File: src/rtl/collision_pkg.sv
// Shared event types, wall codes and lowest/second-lowest bit selection helpers
// for collision_manager and its event FIFO.
package collision_pkg;

    typedef enum logic [1:0] {
        EVT_NONE = 2'b00,
        EVT_WALL = 2'b01,
        EVT_HOLE = 2'b10,
        EVT_BALL = 2'b11
    } evt_type_t;

    localparam logic [1:0] WALL_NONE   = 2'b00;
    localparam logic [1:0] WALL_TOP    = 2'b01;
    localparam logic [1:0] WALL_SIDE   = 2'b10;
    localparam logic [1:0] WALL_CORNER = 2'b11;

    localparam int MAX_BALLS = 32;
    localparam int MAX_ID_W  = 5;

    typedef logic [MAX_BALLS-1:0] ball_vec_t;
    typedef logic [MAX_ID_W-1:0]  ball_id_t;

    typedef struct packed {
        evt_type_t  etype;
        ball_id_t   id_a;
        ball_id_t   id_b;
        logic [2:0] info;
    } event_t;

    function automatic ball_id_t lowest_idx(input ball_vec_t v);
        ball_id_t idx;
        idx = '0;
        for (int i = MAX_BALLS - 1; i >= 0; i--)
            if (v[i]) idx = ball_id_t'(i);
        return idx;
    endfunction

    function automatic ball_vec_t clear_lowest(input ball_vec_t v);
        return v & (v - ball_vec_t'(1));
    endfunction

    function automatic ball_id_t second_idx(input ball_vec_t v);
        return lowest_idx(clear_lowest(v));
    endfunction

    function automatic logic two_or_more(input ball_vec_t v);
        return clear_lowest(v) != '0;
    endfunction

endpackage

File: src/rtl/event_fifo.sv
// Showahead event FIFO with full/empty flags; a push while full is accepted
// only when a pop happens in the same cycle, otherwise it is reported as a drop.
module event_fifo #(
    parameter int WIDTH = 15,
    parameter int DEPTH = 8
) (
    input  logic             clk,
    input  logic             resetN,
    input  logic             i_push,
    input  logic [WIDTH-1:0] i_wdata,
    input  logic             i_pop,
    output logic [WIDTH-1:0] o_rdata,
    output logic             o_full,
    output logic             o_empty,
    output logic             o_drop
);

    localparam int AW = (DEPTH > 1) ? $clog2(DEPTH) : 1;

    logic [DEPTH-1:0][WIDTH-1:0] r_mem;
    logic [AW-1:0]               r_wr;
    logic [AW-1:0]               r_rd;
    logic [AW:0]                 r_cnt;
    logic                        w_pop;
    logic                        w_push;

    assign o_full  = (r_cnt == (AW+1)'(DEPTH));
    assign o_empty = (r_cnt == '0);
    assign w_pop   = i_pop && !o_empty;
    assign w_push  = i_push && (!o_full || w_pop);
    assign o_drop  = i_push && !w_push;
    assign o_rdata = r_mem[r_rd];

    // Storage is reset so the head reads all zeros straight out of reset.
    always_ff @(posedge clk or negedge resetN) begin
        if (!resetN) begin
            r_mem <= '0;
            r_wr  <= '0;
            r_rd  <= '0;
            r_cnt <= '0;
        end else begin
            if (w_push) begin
                r_mem[r_wr] <= i_wdata;
                r_wr        <= r_wr + AW'(1);
            end
            if (w_pop)
                r_rd <= r_rd + AW'(1);
            case ({w_push, w_pop})
                2'b10:   r_cnt <= r_cnt + (AW+1)'(1);
                2'b01:   r_cnt <= r_cnt - (AW+1)'(1);
                default: r_cnt <= r_cnt;
            endcase
        end
    end

endmodule

File: src/rtl/collision_manager.sv
// Pixel-level wall/hole/ball overlap detection with per-ball hold-off, feeding an event FIFO.
// Define COLLISION_DROP_CNT_EN to add drop_cnt, a saturating 8-bit count of dropped events.
module collision_manager
    import collision_pkg::*;
#(
    parameter int NUM_BALLS      = 16,
    parameter int ID_W           = $clog2(NUM_BALLS),
    parameter int HOLDOFF_FRAMES = 2,
    parameter int FIFO_DEPTH     = 8
) (
    input  logic                 clk,
    input  logic                 resetN,
    input  logic                 startOfFrame,
    input  logic [1:0]           Table_DR,
    input  logic [NUM_BALLS-1:0] Balls_DR_VEC,
    input  logic                 Hole_DR,
    input  logic [2:0]           Hole_ID,
    output logic                 collision,
    output logic [NUM_BALLS-1:0] balls_in_game,
    output logic                 evt_valid,
    input  logic                 evt_ready,
    output logic [1:0]           evt_type,
    output logic [ID_W-1:0]      evt_id_a,
    output logic [ID_W-1:0]      evt_id_b,
    output logic [2:0]           evt_info
`ifdef COLLISION_DROP_CNT_EN
    ,
    output logic [7:0]           drop_cnt
`endif
);

    localparam int         EVT_W     = 2 + 2 * ID_W + 3;
    localparam logic [2:0] HOLD_LOAD = 3'(HOLDOFF_FRAMES);

    logic [NUM_BALLS-1:0]      r_in_game;
    logic [NUM_BALLS-1:0][2:0] r_hold_ball;
    logic [NUM_BALLS-1:0][2:0] r_hold_wall;
    event_t                    r_stage;
    logic                      r_stage_vld;

    logic [NUM_BALLS-1:0] w_act;
    logic [NUM_BALLS-1:0] w_ball_mute;
    logic [NUM_BALLS-1:0] w_wall_mute;
    logic [NUM_BALLS-1:0] w_stage_a;
    logic [NUM_BALLS-1:0] w_stage_ab;
    logic [NUM_BALLS-1:0] w_ball_elig;
    logic [NUM_BALLS-1:0] w_wall_elig;
    logic [NUM_BALLS-1:0] w_arm_ball;
    logic [NUM_BALLS-1:0] w_arm_wall;
    logic [NUM_BALLS-1:0] w_hole_clr;
    logic                 w_hole_raw;
    logic                 w_ball_raw;
    logic                 w_wall_raw;
    event_t               w_sel;
    logic                 w_sel_vld;
    logic [EVT_W-1:0]     w_wdata;
    logic [EVT_W-1:0]     w_rdata;
    logic                 w_pop;
    logic                 w_drop;
    logic                 w_empty;
    logic                 w_unused_full;

    assign w_act      = Balls_DR_VEC & r_in_game;
    assign w_hole_raw = Hole_DR && (w_act != '0);
    assign w_ball_raw = two_or_more(ball_vec_t'(w_act));
    assign w_wall_raw = (Table_DR != WALL_NONE) && (w_act != '0);
    assign collision  = w_hole_raw || w_ball_raw || w_wall_raw;

    always_comb begin
        w_ball_mute = '0;
        w_wall_mute = '0;
        w_stage_a   = '0;
        w_stage_ab  = '0;
        for (int i = 0; i < NUM_BALLS; i++) begin
            w_ball_mute[i] = (r_hold_ball[i] != 3'd0);
            w_wall_mute[i] = (r_hold_wall[i] != 3'd0);
            w_stage_a[i]   = r_stage_vld && (r_stage.id_a == ball_id_t'(i));
            w_stage_ab[i]  = w_stage_a[i] || (r_stage_vld && (r_stage.id_b == ball_id_t'(i)));
        end
    end

    // Balls still in the stage register count as muted so a back-to-back pixel never double-reports.
    assign w_ball_elig = w_act & ~w_ball_mute & ~((r_stage.etype == EVT_BALL) ? w_stage_ab : '0);
    assign w_wall_elig = w_act & ~w_wall_mute & ~((r_stage.etype == EVT_WALL) ? w_stage_a : '0);

    always_comb begin
        w_sel = '0;
        if (w_hole_raw) begin
            w_sel.etype = EVT_HOLE;
            w_sel.id_a  = lowest_idx(ball_vec_t'(w_act));
            w_sel.info  = Hole_ID;
        end else if (two_or_more(ball_vec_t'(w_ball_elig))) begin
            w_sel.etype = EVT_BALL;
            w_sel.id_a  = lowest_idx(ball_vec_t'(w_ball_elig));
            w_sel.id_b  = second_idx(ball_vec_t'(w_ball_elig));
        end else if (w_wall_raw && (w_wall_elig != '0)) begin
            w_sel.etype = EVT_WALL;
            w_sel.id_a  = lowest_idx(ball_vec_t'(w_wall_elig));
            w_sel.info  = {1'b0, Table_DR};
        end
    end

    assign w_sel_vld = (w_sel.etype != EVT_NONE);

    always_comb begin
        w_arm_ball = '0;
        w_arm_wall = '0;
        w_hole_clr = '0;
        for (int i = 0; i < NUM_BALLS; i++) begin
            w_arm_ball[i] = (w_sel.etype == EVT_BALL) &&
                            ((w_sel.id_a == ball_id_t'(i)) || (w_sel.id_b == ball_id_t'(i)));
            w_arm_wall[i] = (w_sel.etype == EVT_WALL) && (w_sel.id_a == ball_id_t'(i));
            w_hole_clr[i] = (w_sel.etype == EVT_HOLE) && (w_sel.id_a == ball_id_t'(i));
        end
    end

    always_ff @(posedge clk or negedge resetN) begin
        if (!resetN) begin
            r_in_game   <= '1;
            r_hold_ball <= '0;
            r_hold_wall <= '0;
            r_stage     <= '0;
            r_stage_vld <= 1'b0;
        end else begin
            r_in_game   <= r_in_game & ~w_hole_clr;
            r_stage     <= w_sel;
            r_stage_vld <= w_sel_vld;
            // Arming takes precedence over the frame decrement.
            for (int i = 0; i < NUM_BALLS; i++) begin
                if (w_arm_ball[i])
                    r_hold_ball[i] <= HOLD_LOAD;
                else if (startOfFrame && w_ball_mute[i])
                    r_hold_ball[i] <= r_hold_ball[i] - 3'd1;
                if (w_arm_wall[i])
                    r_hold_wall[i] <= HOLD_LOAD;
                else if (startOfFrame && w_wall_mute[i])
                    r_hold_wall[i] <= r_hold_wall[i] - 3'd1;
            end
        end
    end

    assign balls_in_game = r_in_game;

    assign w_wdata = {r_stage.etype, r_stage.id_a[ID_W-1:0], r_stage.id_b[ID_W-1:0], r_stage.info};
    assign w_pop   = evt_valid && evt_ready;

    event_fifo #(
        .WIDTH (EVT_W),
        .DEPTH (FIFO_DEPTH)
    ) u_fifo (
        .clk     (clk),
        .resetN  (resetN),
        .i_push  (r_stage_vld),
        .i_wdata (w_wdata),
        .i_pop   (w_pop),
        .o_rdata (w_rdata),
        .o_full  (w_unused_full),
        .o_empty (w_empty),
        .o_drop  (w_drop)
    );

    assign evt_valid = !w_empty;
    assign {evt_type, evt_id_a, evt_id_b, evt_info} = w_rdata;

`ifdef COLLISION_DROP_CNT_EN
    logic [7:0] r_drop_cnt;

    always_ff @(posedge clk or negedge resetN) begin
        if (!resetN)
            r_drop_cnt <= 8'd0;
        else if (w_drop && (r_drop_cnt != 8'hFF))
            r_drop_cnt <= r_drop_cnt + 8'd1;
    end

    assign drop_cnt = r_drop_cnt;
`else
    logic w_unused_drop;
    assign w_unused_drop = w_drop;
`endif

endmodule

File: config.mk
export PLATFORM = sky130hd
export DESIGN_NAME = collision_manager
export DESIGN_NICKNAME = d
export VERILOG_FILES = /design/src/rtl/collision_pkg.sv /design/src/rtl/event_fifo.sv /design/src/rtl/collision_manager.sv
export SDC_FILE = /design/constraint.sdc
export NUM_CORES = 1
export LEC_CHECK = 0
export ABC_AREA = 0
export CAP_MARGIN = 10
export CORE_MARGIN = 1.5
export CORE_UTILIZATION = 50
export CTS_CLUSTER_DIAMETER = 50
export DETAILED_ROUTE_END_ITERATION = 16
export MAX_ROUTING_LAYER = met4
export PLACE_DENSITY_LB_ADDON = 0.3
export SYNTH_ARGS = -nofsm -noshare
export SYNTH_HDL_FRONTEND = slang
export SYNTH_SLANG_ARGS = --single-unit
File: constraint.sdc
create_clock -name clk -period 4.4 [get_ports clk]
set_input_delay 0.66 -clock clk [delete_from_list [all_inputs] [get_ports clk]]
set_output_delay 0.66 -clock clk [all_outputs]
set_load 0.005 [all_outputs]
# Word level (Yosys, flattened, before mapping)
# Cells that the tools add are included.
[word_totals]
memories = 0
latchBits = 0
out_inout_bits = 31
regBits = 242
mem_bits_ro = 0
word_cells = 563
ram_bits = 0
[classes]
n_addsub = 38
div_mod_pow = 0
eq_ne = 68
n_bitwise = 13
muxes = 160
n_reduce_logical = 232
n_mul = 0
n_lt_le_gt_ge = 3
shift = 0
[op_table]
columns = ["operator", "n"]
rows = [
  ["2-to-1 mux 5 bit", 79],
  ["2-to-1 mux 3 bit", 65],
  ["equality test 5 x 4 -> 1 bit, second input constant", 32],
  ["logical AND 1 bit", 119],
  ["bitwise mux 104 bit", 1],
  ["AND 16 bit", 6],
  ["nonzero test 3 bit", 32],
  ["subtractor 3 x 1 -> 3 bit, second input constant", 32],
  ["equality test 5 x 3 -> 1 bit, second input constant", 16],
  ["inverter 16 bit", 5],
  ["nonzero test 2 bit", 35],
  ["AND 16 x 32 -> 32 bit", 2],
  ["nonzero test 32 bit", 2],
  ["equality test 5 x 2 -> 1 bit, second input constant", 8],
  ["binary-select mux 13 bit (select 3 bit)", 1],
  ["demux 13 bit (select 3 bit)", 1],
  ["logical OR 1 bit", 35],
  ["subtractor 16 x 1 -> 17 bit, second input constant", 2],
  ["2-to-1 mux 16 bit", 2],
  ["nonzero test 16 bit", 2],
  ["2-to-1 mux 13 bit", 2],
  ["equality test 5 x 1 -> 1 bit, second input constant", 4],
  ["zero test 5 bit", 4],
  ["2-to-1 mux 7 bit", 2],
  ["14 further kinds", 25],
]

# Longest topological paths before layout
# Gate-level depths: netlist of the first run.
[depth]
depth_word = 46
depth_mapped = 17

# By module
# A second synthesis of the first run with hierarchy kept.
[hier_totals]
hier_cells = 1366
area_unflattened_um2 = 14610.3
[by_module_without_submodules]
columns = ["module", "area_per_inst_um2", "cells_per_inst", "n_inst", "seq_area_each_um2"]
rows = [
  ["collision_manager", 9173.8, 1033, 1, 3173.0],
  ["event_fifo", 5436.5, 333, 1, 2852.7],
]

# Least setup slack after synthesis of the first run
# OpenSTA, ideal clock, no wires.
[synth_path]
path_type = "in2reg"
from = "input Balls_DR_VEC[2]"
to = "register r_hold_ball[10] (netlist bit)"
stages = 10
setup_slack_ns = 0.960
arrival_ns = 3.309
setup_time_ns = 0.131
cell_sequence = "a222oi_1 -> and2_1 -> nand3_2 -> o21ai_2 -> nand2_1 -> nor4b_1 -> a31oi_4 -> nand3_1 -> nor2_1 -> or3_1"
[synth_between]
elab_chain_cells = 43
[synth_lines]
columns = ["item", "line", "rtl"]
rows = [
  ["start, declared", "collision_manager.sv:15", "input logic [NUM_BALLS-1:0] Balls_DR_VEC,"],
  ["AND 16 bit (*)", "collision_manager.sv:63", "assign w_act = Balls_DR_VEC & r_in_game;"],
  ["AND 16 bit (2 in series)", "collision_manager.sv:83", "assign w_ball_elig = w_act & ~w_ball_mute & ~((r_stage.etype == EVT_BALL) ? w_stage_ab : '0);"],
  ["subtractor 16 x 1 -> 17 bit", "collision_pkg.sv:39", "return v & (v - ball_vec_t'(1));"],
  ["AND 16 x 32 -> 32 bit", "collision_pkg.sv:39", ""],
  ["2-to-1 mux 5 bit (32 in series)", "collision_pkg.sv:34", "if (v[i]) idx = ball_id_t'(i);"],
  ["2-to-1 mux 5 bit", "collision_manager.sv:92", "end else if (two_or_more(ball_vec_t'(w_ball_elig))) begin"],
  ["2-to-1 mux 5 bit", "collision_manager.sv:88", "if (w_hole_raw) begin"],
  ["equality test 5 x 2 -> 1 bit", "collision_manager.sv:111", "((w_sel.id_a == ball_id_t'(i)) || (w_sel.id_b == ball_id_t'(i)));"],
  ["logical OR 1 bit", "collision_manager.sv:111", ""],
  ["logical AND 1 bit (*)", "collision_manager.sv:110", "w_arm_ball[i] = (w_sel.etype == EVT_BALL) &&"],
  ["2-to-1 mux 3 bit / nonzero test 2 bit (equally long branches)", "n/a", ""],
  ["end signal, assigned by index", "collision_manager.sv:133", "r_hold_ball[i] <= r_hold_ball[i] - 3'd1;"],
  ["end, declared", "collision_manager.sv:36", "logic [NUM_BALLS-1:0][2:0] r_hold_ball;"],
]
# Every way passes the cells marked *; elsewhere a longest branch is shown, timed or not.
# A chain may end at the register's enable or synchronous reset.

==> results of run 1 <==
-- through the flow --
stage	instance area, µm²	total power [µW]	utilization	std cells
6_report	16430	7158	0.5883	1807
4_1_cts	16430	7224	0.5883	1807
2_1_floorplan	14230	4207	-	1319
5_1_grt	16430	7633	0.5883	1807
3_5_place_dp	15420	4676	0.5519	1754
3_3_place_gp	15420	4559	0.5519	1754
-- placed cells by master (no fill, tap or decap), types with 8 or more instances in the layout --
cell type          n
ha_1              69
nor2_1            74
a21o_1            14
nand2_1           96
nand2b_1          25
a221o_1           17
o21a_1            15
clkbuf_16         30
a32o_1             9
a31oi_1           10
mux4_2            26
nand4_1            8
nand3_1           34
mux2_2           118
clkdlybuf4s50_1   55
nor3_1            30
o21ai_0           46
nor2b_1           13
o221ai_1          15
xnor2_1           45
inv_1            100
dfstp_2           16
nand4b_1           8
a21oi_1           45
dfrtp_1          223
a211oi_1          18
buf_4             59
and3_1            10
-- final cells by class --
class	count	area [µm²]
clock buffers	43	859.6
clock inverters	10	156.4
fillers	2354	11500
inverters	100	375.4
multi-input cells	920	7513
flip-flops and latches	240	6027
well taps	378	473.0
repair buffers	116	1028
-- logic make-up (layout without fill, tap and decap cells) --
kind of cell,count (synthesis),after routing,synth area share
simple gates,376,376,0.1465
compound gates,278,278,0.1513
flops,240,240,0.4233
buf+inv,159,269,0.04967
mux,144,144,0.1345
fa+ha+maj,75,75,0.06584
xor+xnor,47,47,0.02892
-- power by group through the flow --
stage	clock network [µW]	registers, µW	logic (µW)
floorplan	0	2870	1340
global placement	0	2930	1630
detailed placement	0	2930	1740
CTS	2550	2910	1760
global route	2660	2960	2020
finish	2510	2910	1740
-- worst max-delay path, cell delays in order, from the launching register on --
cell	delay, ns
dfrtp_1	0.73
and4b_1	0.39
a221oi_2	0.65
nor3_1	0.15
and3_1	0.30
o311ai_4	0.43
nor4_2	0.10
buf_4	0.16
nand2_1	0.17
nand3_1	0.20
or3_1	0.52
o21a_1	0.23
-- state kept, by name, summed over array words and instances, names as in the netlist --
signal,cells
r_stage_vld,1
u_fifo.r_cnt,4
balls_in_game,16
r_hold_wall,48
r_hold_ball,48
u_fifo.r_mem,104
u_fifo.r_rd,3
u_fifo.r_wr,3
r_stage,13
-- routing by layer --
metal	vias up	wire, µm
met1	5529	16110
li1	5006	-
met5	-	0
met2	404	17650
met4	0	1642
met3	118	2532
-- path summary, 6_finish.rpt --
check                               start               end  slack, ns  cells past startpoint
setup / recovery              r_stage[11]  balls_in_game[8]       0.30                     11
hold / removal                     resetN  u_fifo.r_mem[57]       0.19                      1
setup reg to reg              r_stage[11]  balls_in_game[8]       0.30                     11
hold reg to reg            r_hold_wall[5]    r_hold_wall[5]       0.47                      1
max in group asynchronous          resetN  u_fifo.r_mem[27]       3.15                      2
min in group clk           r_hold_wall[5]    r_hold_wall[5]       0.47                      1
==> run metrics, run 1 <==
outcome complete, no violations; drt pass-1 iters 5; total number of vias approximately 11000; share of Yosys cell area claimed by the top area cell type 0.3938; Syn Area/Cell about 11 µm²; Syn Nets ~1400; Max FO, Critical Path 18; drt initial violations roughly 1000; final hold violations 0; routability cong. about 0.95; Crit Path Class reg2reg; Post-synth top cells 224 x dfrtp_1, 118 x mux2_2, 100 x inv_1, 96 x nand2_1, 74 x nor2_1; DP Wirelength around 27000 µm; M1 GR Usage 0.3527; clock power share 0.351; dpl ws roughly 0.10 ns; Slew Limit Fails 0; Min-Delay Path Class in2async; peak supply drop roughly 0.43 mV; Final setup viols 0; post-CTS sizing 0; most frequent cell after synthesis dfrtp_1; I/O pins 57; Final nets around 1500; Worst Max-Slew Pin Slew 0.9570 ns; DRT Wirelength between 30000 and 40000 µm; PD cells around 440 nW/µm²; layout cells sized above 1 0.2246; largest net degree at the start of global routing roughly 120; Clock transition at path regs 0.06 ns; CTS root buf clkbuf_16; setup TNS 0 ns; Sw Pwr approximately 2200 µW; GR Layer Usage met3 0.04740; Cell Int Power 4989 µW; hold buffers post-CTS 0; hold_ws 0.1913 ns; worst setup margin ~0.3 ns; Area contributors post-synth dfrtp_1 39%, mux2_2 9.3%, ha_1 6.1%; Die Y approximately 170 µm; Vias/cell roughly 6.1; port bufs 56; Final min period 4.101 ns; Worst EP arrival around 4.6 ns; slew margin rel. 0.3600; area of the die 29490 µm²; global route overflow 0; Synth Flop Type dfrtp_1; GRT Total Usage 0.2724; row count 61; GR Util met2 0.4235; ant diodes 0; Max-Cap Viols 0; register bit total from synthesis 240; sequential power share 0.406; H-tree depth 1; RSZ-0062 raised after global routing no; Comb pwr share 0.243; P&R area growth vs syn 15.45%; Distinct cells, synth around 100; Avg WL per Cell 20.99 µm; Leak 0.007596 µW; Ys Warns 0; busiest layer in global routing met2; Data required, critical path 4.90 ns; Routed Antenna Nets 0; TritonCTS Buffers 30; Die X between 150 and 200 µm; final setup skew 0.02819 ns; clk_lat worst skew roughly 0.57 ns; f_max 243.8 MHz; Core Box Area roughly 28000 µm²; Remaining DRCs 0; antenna violations before repair 0; vias in the first global route between 10000 and 15000; Crit. End Element flip-flop; Syn Inst Count about 1300; Sw Ratio 0.3030; Final period util 0.9321; postcts setup bufs 0; asr flop ratio synth 1.000; startpoint types flip-flop; CTS Buffer Depth 3; synthesized area about 14000 µm²; CTS tree built; Initial Utilization 0.5095; Sink Count 240; first-pass GRT wire length 60030 µm; EDFF count, synth 0; dominant cell type by area after synthesis dfrtp_1; post-synthesis sequential area ratio 0.4233
(Power assumes the default switching activity.)
==> inputs of run 2 (changes only) <==
Settings changed: PLACE_DENSITY from default to 0.68, PLACE_DENSITY_LB_ADDON 0.3 to default, SKIP_CTS_REPAIR_TIMING from default to 1, SLEW_MARGIN from default to 5.
==> run 2 against run 1 <==
Net effect: core utilization grew 0.56 points; final cell count grew 0.77%; sequential share of layout area decreased by 0.34 points; largest power group unchanged; clock skew shrank 0.0063 ns; setup slack worse by 0.038 ns; clock power increased by 7%; total power grew 2.4%; highest routed layer unchanged.
==> run metrics, run 2 (synthesis results as in run 1) <==
outcome complete, no violations (unchanged); Routed Antenna Nets 0 (unchanged); Sw Ratio 0.2992 (was 0.3030); RSZ-0062 raised after global routing no (unchanged); Worst Max-Slew Pin Slew 0.9768 ns (was 0.9570 ns); most frequent cells in the layout 223 x dfrtp_1, 118 x mux2_2, 100 x inv_1, 96 x nand2_1, 74 x nor2_1 (unchanged); clock power share 0.366 (was 0.351); f_max 241.6 MHz (was 243.8 MHz); Cell Int Power 5139 µW (was 4989 µW); final setup skew 0.02191 ns (was 0.02819 ns); area of the die 29490 µm² (unchanged); Core Box Area 27930 µm² (unchanged); Avg WL per Cell 21.03 µm (was 20.99 µm); DP Wirelength 27600 µm (was 27460 µm); Final period util 0.9407 (was 0.9321); Final nets 1516 (was 1504); Comb pwr share 0.237 (was 0.243); Die Y 171.7 µm (unchanged); vias in the first global route 10850 (was 10890); top flop regs u_fifo.r_mem (104), r_hold_ball (48), r_hold_wall (48) (unchanged); TritonCTS Buffers 34 (was 30); clk_lat worst skew 0.51 ns (was 0.57 ns); sequential power share 0.397 (was 0.406); PD cells 442.0 nW/µm² (was 435.6 nW/µm²); design area 16590 µm² (was 16430 µm²); Sw Pwr 2194 µW (was 2169 µW); DRT Wirelength 38290 µm (was 37930 µm); largest net degree at the start of global routing 94 (was 118); drt initial violations 1159 (was 1034); most common cell after layout, fill and taps aside dfrtp_1 (unchanged); Crit Path Class reg2reg (unchanged); Slew Limit Fails 0 (unchanged); Final min period 4.139 ns (was 4.101 ns); CTS Buffer Depth 3 (unchanged); Max FO, Critical Path 18 (unchanged); port bufs 56 (unchanged); Worst EP arrival 4.48 ns (was 4.60 ns); drt pass-1 iters 6 (was 5); final hold violations 0 (unchanged); setup TNS 0 ns (unchanged); total number of vias 10985 (was 11057); Initial Utilization 0.5095 (unchanged); peak supply drop 0.3611 mV (was 0.4281 mV); Reg with most FFs u_fifo.r_mem (unchanged); Data required, critical path 4.74 ns (was 4.90 ns); P&R area growth vs syn 16.54% (was 15.45%); ant diodes 0 (unchanged); Final setup viols 0 (unchanged); Remaining DRCs 0 (unchanged); startpoint types flip-flop (unchanged); antenna violations before repair 0 (unchanged); Sink Count 240 (unchanged); I/O pins 57 (unchanged); routability cong. 0.9670 (was 0.9548); slew margin rel. 0.3467 (was 0.3600); Vias/cell 6.032 (was 6.119); Placed Area 15480 µm² (was 15420 µm²); CTS tree built (unchanged); Leak 0.007686 µW (was 0.007596 µW); H-tree depth 2 (was 1); Crit. End Element flip-flop (unchanged); Die X 171.7 µm (unchanged); layout cells sized above 1 0.2315 (was 0.2246); Min-Delay Path Class in2async (unchanged); Clock transition at path regs 0.05 ns (was 0.06 ns); end-of-flow core utilization 0.5938 (was 0.5883); Max-Cap Viols 0 (unchanged); first-pass GRT wire length 60330 µm (was 60030 µm); global route overflow 0 (unchanged); flip-flop count of the largest register after layout 104 (unchanged); row count 61 (unchanged); CTS root buf clkbuf_16 (unchanged); GRT Total Usage 0.2766 (was 0.2724)
run 2: changes by cell type in the layout (fill, tap and decap cells not counted):
cell        before  now
clkinv_8         1    0
clkinvlp_4       1    2
clkbuf_1         7    8
buf_4           59   67
clkinv_2         1    3
clkbuf_8         6    2
clkinv_4         1    2
clkbuf_16       30   35
inv_8            1    2
run 2: worst max-delay path: stages, from the launching register on:
cell       delay (ns)
dfrtp_1          0.79
and4b_1          0.54
a221o_1          0.35
nand4_1          0.25
nor3_4           0.29
buf_4            0.19
a31oi_1          0.09
a22oi_1          0.19
o221a_2          0.29
or2_1            0.23
nor4_1           0.11
buf_4            0.17
a2111oi_0        0.46
run 2: cell type report:
type,instances,area [µm²]
clock inverters,14,177.7
fillers,2360,11350
well taps,378,473.0
multi-input cells,920,7513
flip-flops and latches,240,6027
inverters,100,375.4
clock buffers,45,933.4
repair buffers,124,1089
run 2: worst paths after layout:
path	startpoint	end	slack, ns	depth (start not counted)
max in group asynchronous	resetN	balls_in_game[5]	3.22	2
setup reg to reg	r_stage[10]	r_hold_ball[11]	0.26	12
min in group clk	r_hold_wall[26]	r_hold_wall[26]	0.47	1
setup / recovery	r_stage[10]	r_hold_ball[11]	0.26	12
hold / removal	resetN	u_fifo.r_cnt[1]	0.15	1
hold reg to reg	r_hold_wall[26]	r_hold_wall[26]	0.47	1
run 2: stage by stage:
step	hold WS (ns)	power, µW	worst slack (ns)	std cells
6_report	0.1535	7332	0.2609	1821
5_1_grt	0.2143	7824	0.05307	1821
4_1_cts	0.1900	7421	0.3198	1821
3_5_place_dp	0.4594	4694	0.1785	1762
3_3_place_gp	0.4541	4587	0.2201	1762
2_1_floorplan	0.3644	4207	0.9597	1319
run 2: power by group through the flow:
| stage | clock network [µW] | registers (µW) | logic, µW |
|---|---|---|---|
| 2_1_floorplan | 0 | 2870 | 1340 |
| 3_3_place_gp | 0 | 2920 | 1660 |
| 3_5_place_dp | 0 | 2940 | 1750 |
| 4_1_cts | 2740 | 2910 | 1770 |
| 5_1_grt | 2830 | 2960 | 2030 |
| 6_report | 2680 | 2910 | 1740 |
run 2: per-layer routing:
metal	vias up	wire length, µm	track usage
li1	5037	-	-
met1	5485	16490	0.3499
met2	368	18290	0.4563
met3	95	2089	0.03520
met4	0	1415	0.09992
met5	-	0	-
==> inputs of run 3 (changes only) <==
Settings changed: CORE_MARGIN 1.5 to 2.
==> run 3 against run 2 <==
Net effect: largest power group unchanged; clock-buffer cell count shrank 4; critical path type unchanged; routed wire length is 1.8% lower; sequential share of layout area is 0.28 points higher.
==> run metrics, run 3 (synthesis results as in run 1) <==
critical path's largest stage delay 0.72 ns (was 0.79 ns); Routed Antenna Nets 0 (unchanged); Worst EP arrival 4.52 ns (was 4.48 ns); total number of vias 10822 (was 10985); outcome complete, no violations (unchanged); startpoint types flip-flop (unchanged); Crit Path Class reg2reg (unchanged); Reg area 6027 µm² (unchanged); Final min period 4.062 ns (was 4.139 ns); most frequent cells in the layout 223 x dfrtp_1, 118 x mux2_2, 100 x inv_1, 96 x nand2_1, 74 x nor2_1 (unchanged); antenna violations before repair 0 (unchanged); Max FO, Critical Path 16 (was 18); Crit. End Element flip-flop (unchanged); DRT Wirelength 37600 µm (was 38290 µm); ant diodes 0 (unchanged); Max-Cap Viols 0 (unchanged); Worst R2R End r_hold_ball[32] (was r_hold_ball[11]); dpl ws 0.2150 ns (was 0.1785 ns); Final period util 0.9233 (was 0.9407); RSZ-0062 raised after global routing no (unchanged); worst-case reg-to-reg path depth 11 (was 12); final setup skew 0.02176 ns (was 0.02191 ns); f_max 246.2 MHz (was 241.6 MHz); Data required, critical path 4.86 ns (was 4.74 ns); Clock transition at path regs 0.06 ns (was 0.05 ns); Vias/cell 5.969 (was 6.032); slew margin rel. 0.3393 (was 0.3467); final hold violations 0 (unchanged); peak supply drop 0.3176 mV (was 0.3611 mV); slowest CP cell dfrtp_1 (unchanged); most common cell after layout, fill and taps aside dfrtp_1 (unchanged); routability cong. 0.9702 (was 0.9670); clk_lat worst skew 0.56 ns (was 0.51 ns); CTS tree built (unchanged); Leak 0.007625 µW (was 0.007686 µW); Largest delay share family, worst path simple AND/OR/NAND/NOR gates (unchanged); GRT Total Usage 0.2616 (was 0.2766); TritonCTS Buffers 29 (was 34); worst setup margin 0.3376 ns (was 0.2609 ns); global route overflow 0 (unchanged); Die X 172.7 µm (was 171.7 µm); area of the die 29830 µm² (was 29490 µm²); end-of-flow core utilization 0.5892 (was 0.5938); Remaining DRCs 0 (unchanged); Initial Utilization 0.5095 (unchanged); layout cells sized above 1 0.2279 (was 0.2315); largest net degree at the start of global routing 102 (was 94); PD cells 427.9 nW/µm² (was 442.0 nW/µm²); Critical path buffers and inverters 1 (was 2); Avg WL per Cell 20.74 µm (was 21.03 µm); area of the multi-input gates 7513 µm² (unchanged); flip-flop count of the largest register after layout 104 (unchanged); drt pass-1 iters 6 (unchanged); drt initial violations 874 (was 1159); setup TNS 0 ns (unchanged); P&R area growth vs syn 15.64% (was 16.54%); row count 61 (unchanged); Final setup viols 0 (unchanged); Slew Limit Fails 0 (unchanged); PnR Total Power 7043 µW (was 7332 µW); Reg with most FFs u_fifo.r_mem (unchanged); R2R Setup Slk 0.34 ns (was 0.26 ns); Final nets 1510 (was 1516); design area 16460 µm² (was 16590 µm²); CTS root buf clkbuf_16 (unchanged); I/O pins 57 (unchanged); Filler Cell Count 2347 (was 2360); FF-to-FF Start r_stage[13] (was r_stage[10]); Worst Max-Slew Pin Slew 0.9890 ns (was 0.9768 ns); Die Y 172.7 µm (was 171.7 µm); DP Wirelength 27240 µm (was 27600 µm); top flop regs u_fifo.r_mem (104), r_hold_ball (48), r_hold_wall (48) (unchanged); first-pass GRT wire length 60290 µm (was 60330 µm); port bufs 56 (unchanged); Placed Area 15480 µm² (about the same); Core Box Area 27930 µm² (unchanged); Min-Delay Path Class in2async (unchanged); vias in the first global route 10827 (was 10850); H-tree depth 1 (was 2); Sink Count 240 (unchanged); crit-path cells and4b_1 > a221o_1 > nand4_1 > nor3_4 > o21ai_1 > nor4_2 > and3b_1 > buf_4 > nor3_1 > a32o_1 > a211oi_1 (was and4b_1 > a221o_1 > nand4_1 > nor3_4 > buf_4 > a31oi_1 > a22oi_1 > o221a_2 > or2_1 > nor4_1 > buf_4 > a2111oi_0); CTS Buffer Depth 3 (unchanged)
-- run 3: metrics by stage --
stage	instances	hold WS, ns
3_5_place_dp	1761	0.4551
4_1_cts	1813	0.1247
3_3_place_gp	1761	0.4535
5_1_grt	1813	0.1457
6_report	1813	0.09547
2_1_floorplan	1319	0.3644
-- run 3: cell type report --
cell class                 count  share of cell area
clock buffer                  41             0.04987
inverter                     100             0.02281
multi-input combinational    920              0.4565
sequential                   240              0.3662
tap                          378             0.02873
timing repair buffer         123             0.06644
clock inverter                11            0.009502
-- run 3: report_power, final --
group          switching, µW  internal (µW)
Combinational            919            789
Clock                    954           1480
Sequential               239           2660
-- run 3: per-layer routing --
metal  vias up  GRT usage  routed length, µm  part of all wire
li1       5027          -                  -                 -
met2       319     0.4177              17450              0.46
met5         -          -                  0                 0
met3        84    0.03672               1923             0.051
met1      5392     0.3406              16470              0.44
met4         0    0.09958               1757             0.047
-- run 3: worst max path at each step --
stage / depth (start not counted) / end / from / slack [ns]
5_1_grt: 11 / r_hold_ball[11] / r_stage[13] / 0.08
4_1_cts: 8 / collision / Balls_DR_VEC[8] / 0.40
3_5_place_dp: 13 / r_hold_wall[25] / Balls_DR_VEC[3] / 0.22
3_3_place_gp: 12 / r_hold_ball[13] / Balls_DR_VEC[3] / 0.19
2_1_floorplan: 10 / r_hold_ball[10] / Balls_DR_VEC[2] / 0.96
6_report: 11 / r_hold_ball[32] / r_stage[13] / 0.34
-- run 3: worst reg2reg max path, delay by kind of cell (launching register included) --
family	cells	cell delay, ns
buffers and inverters	1	0.16
AND/OR/NAND/NOR	6	2.00
AO/OA/AOI/OAI	4	1.08
flip-flops	1	0.72
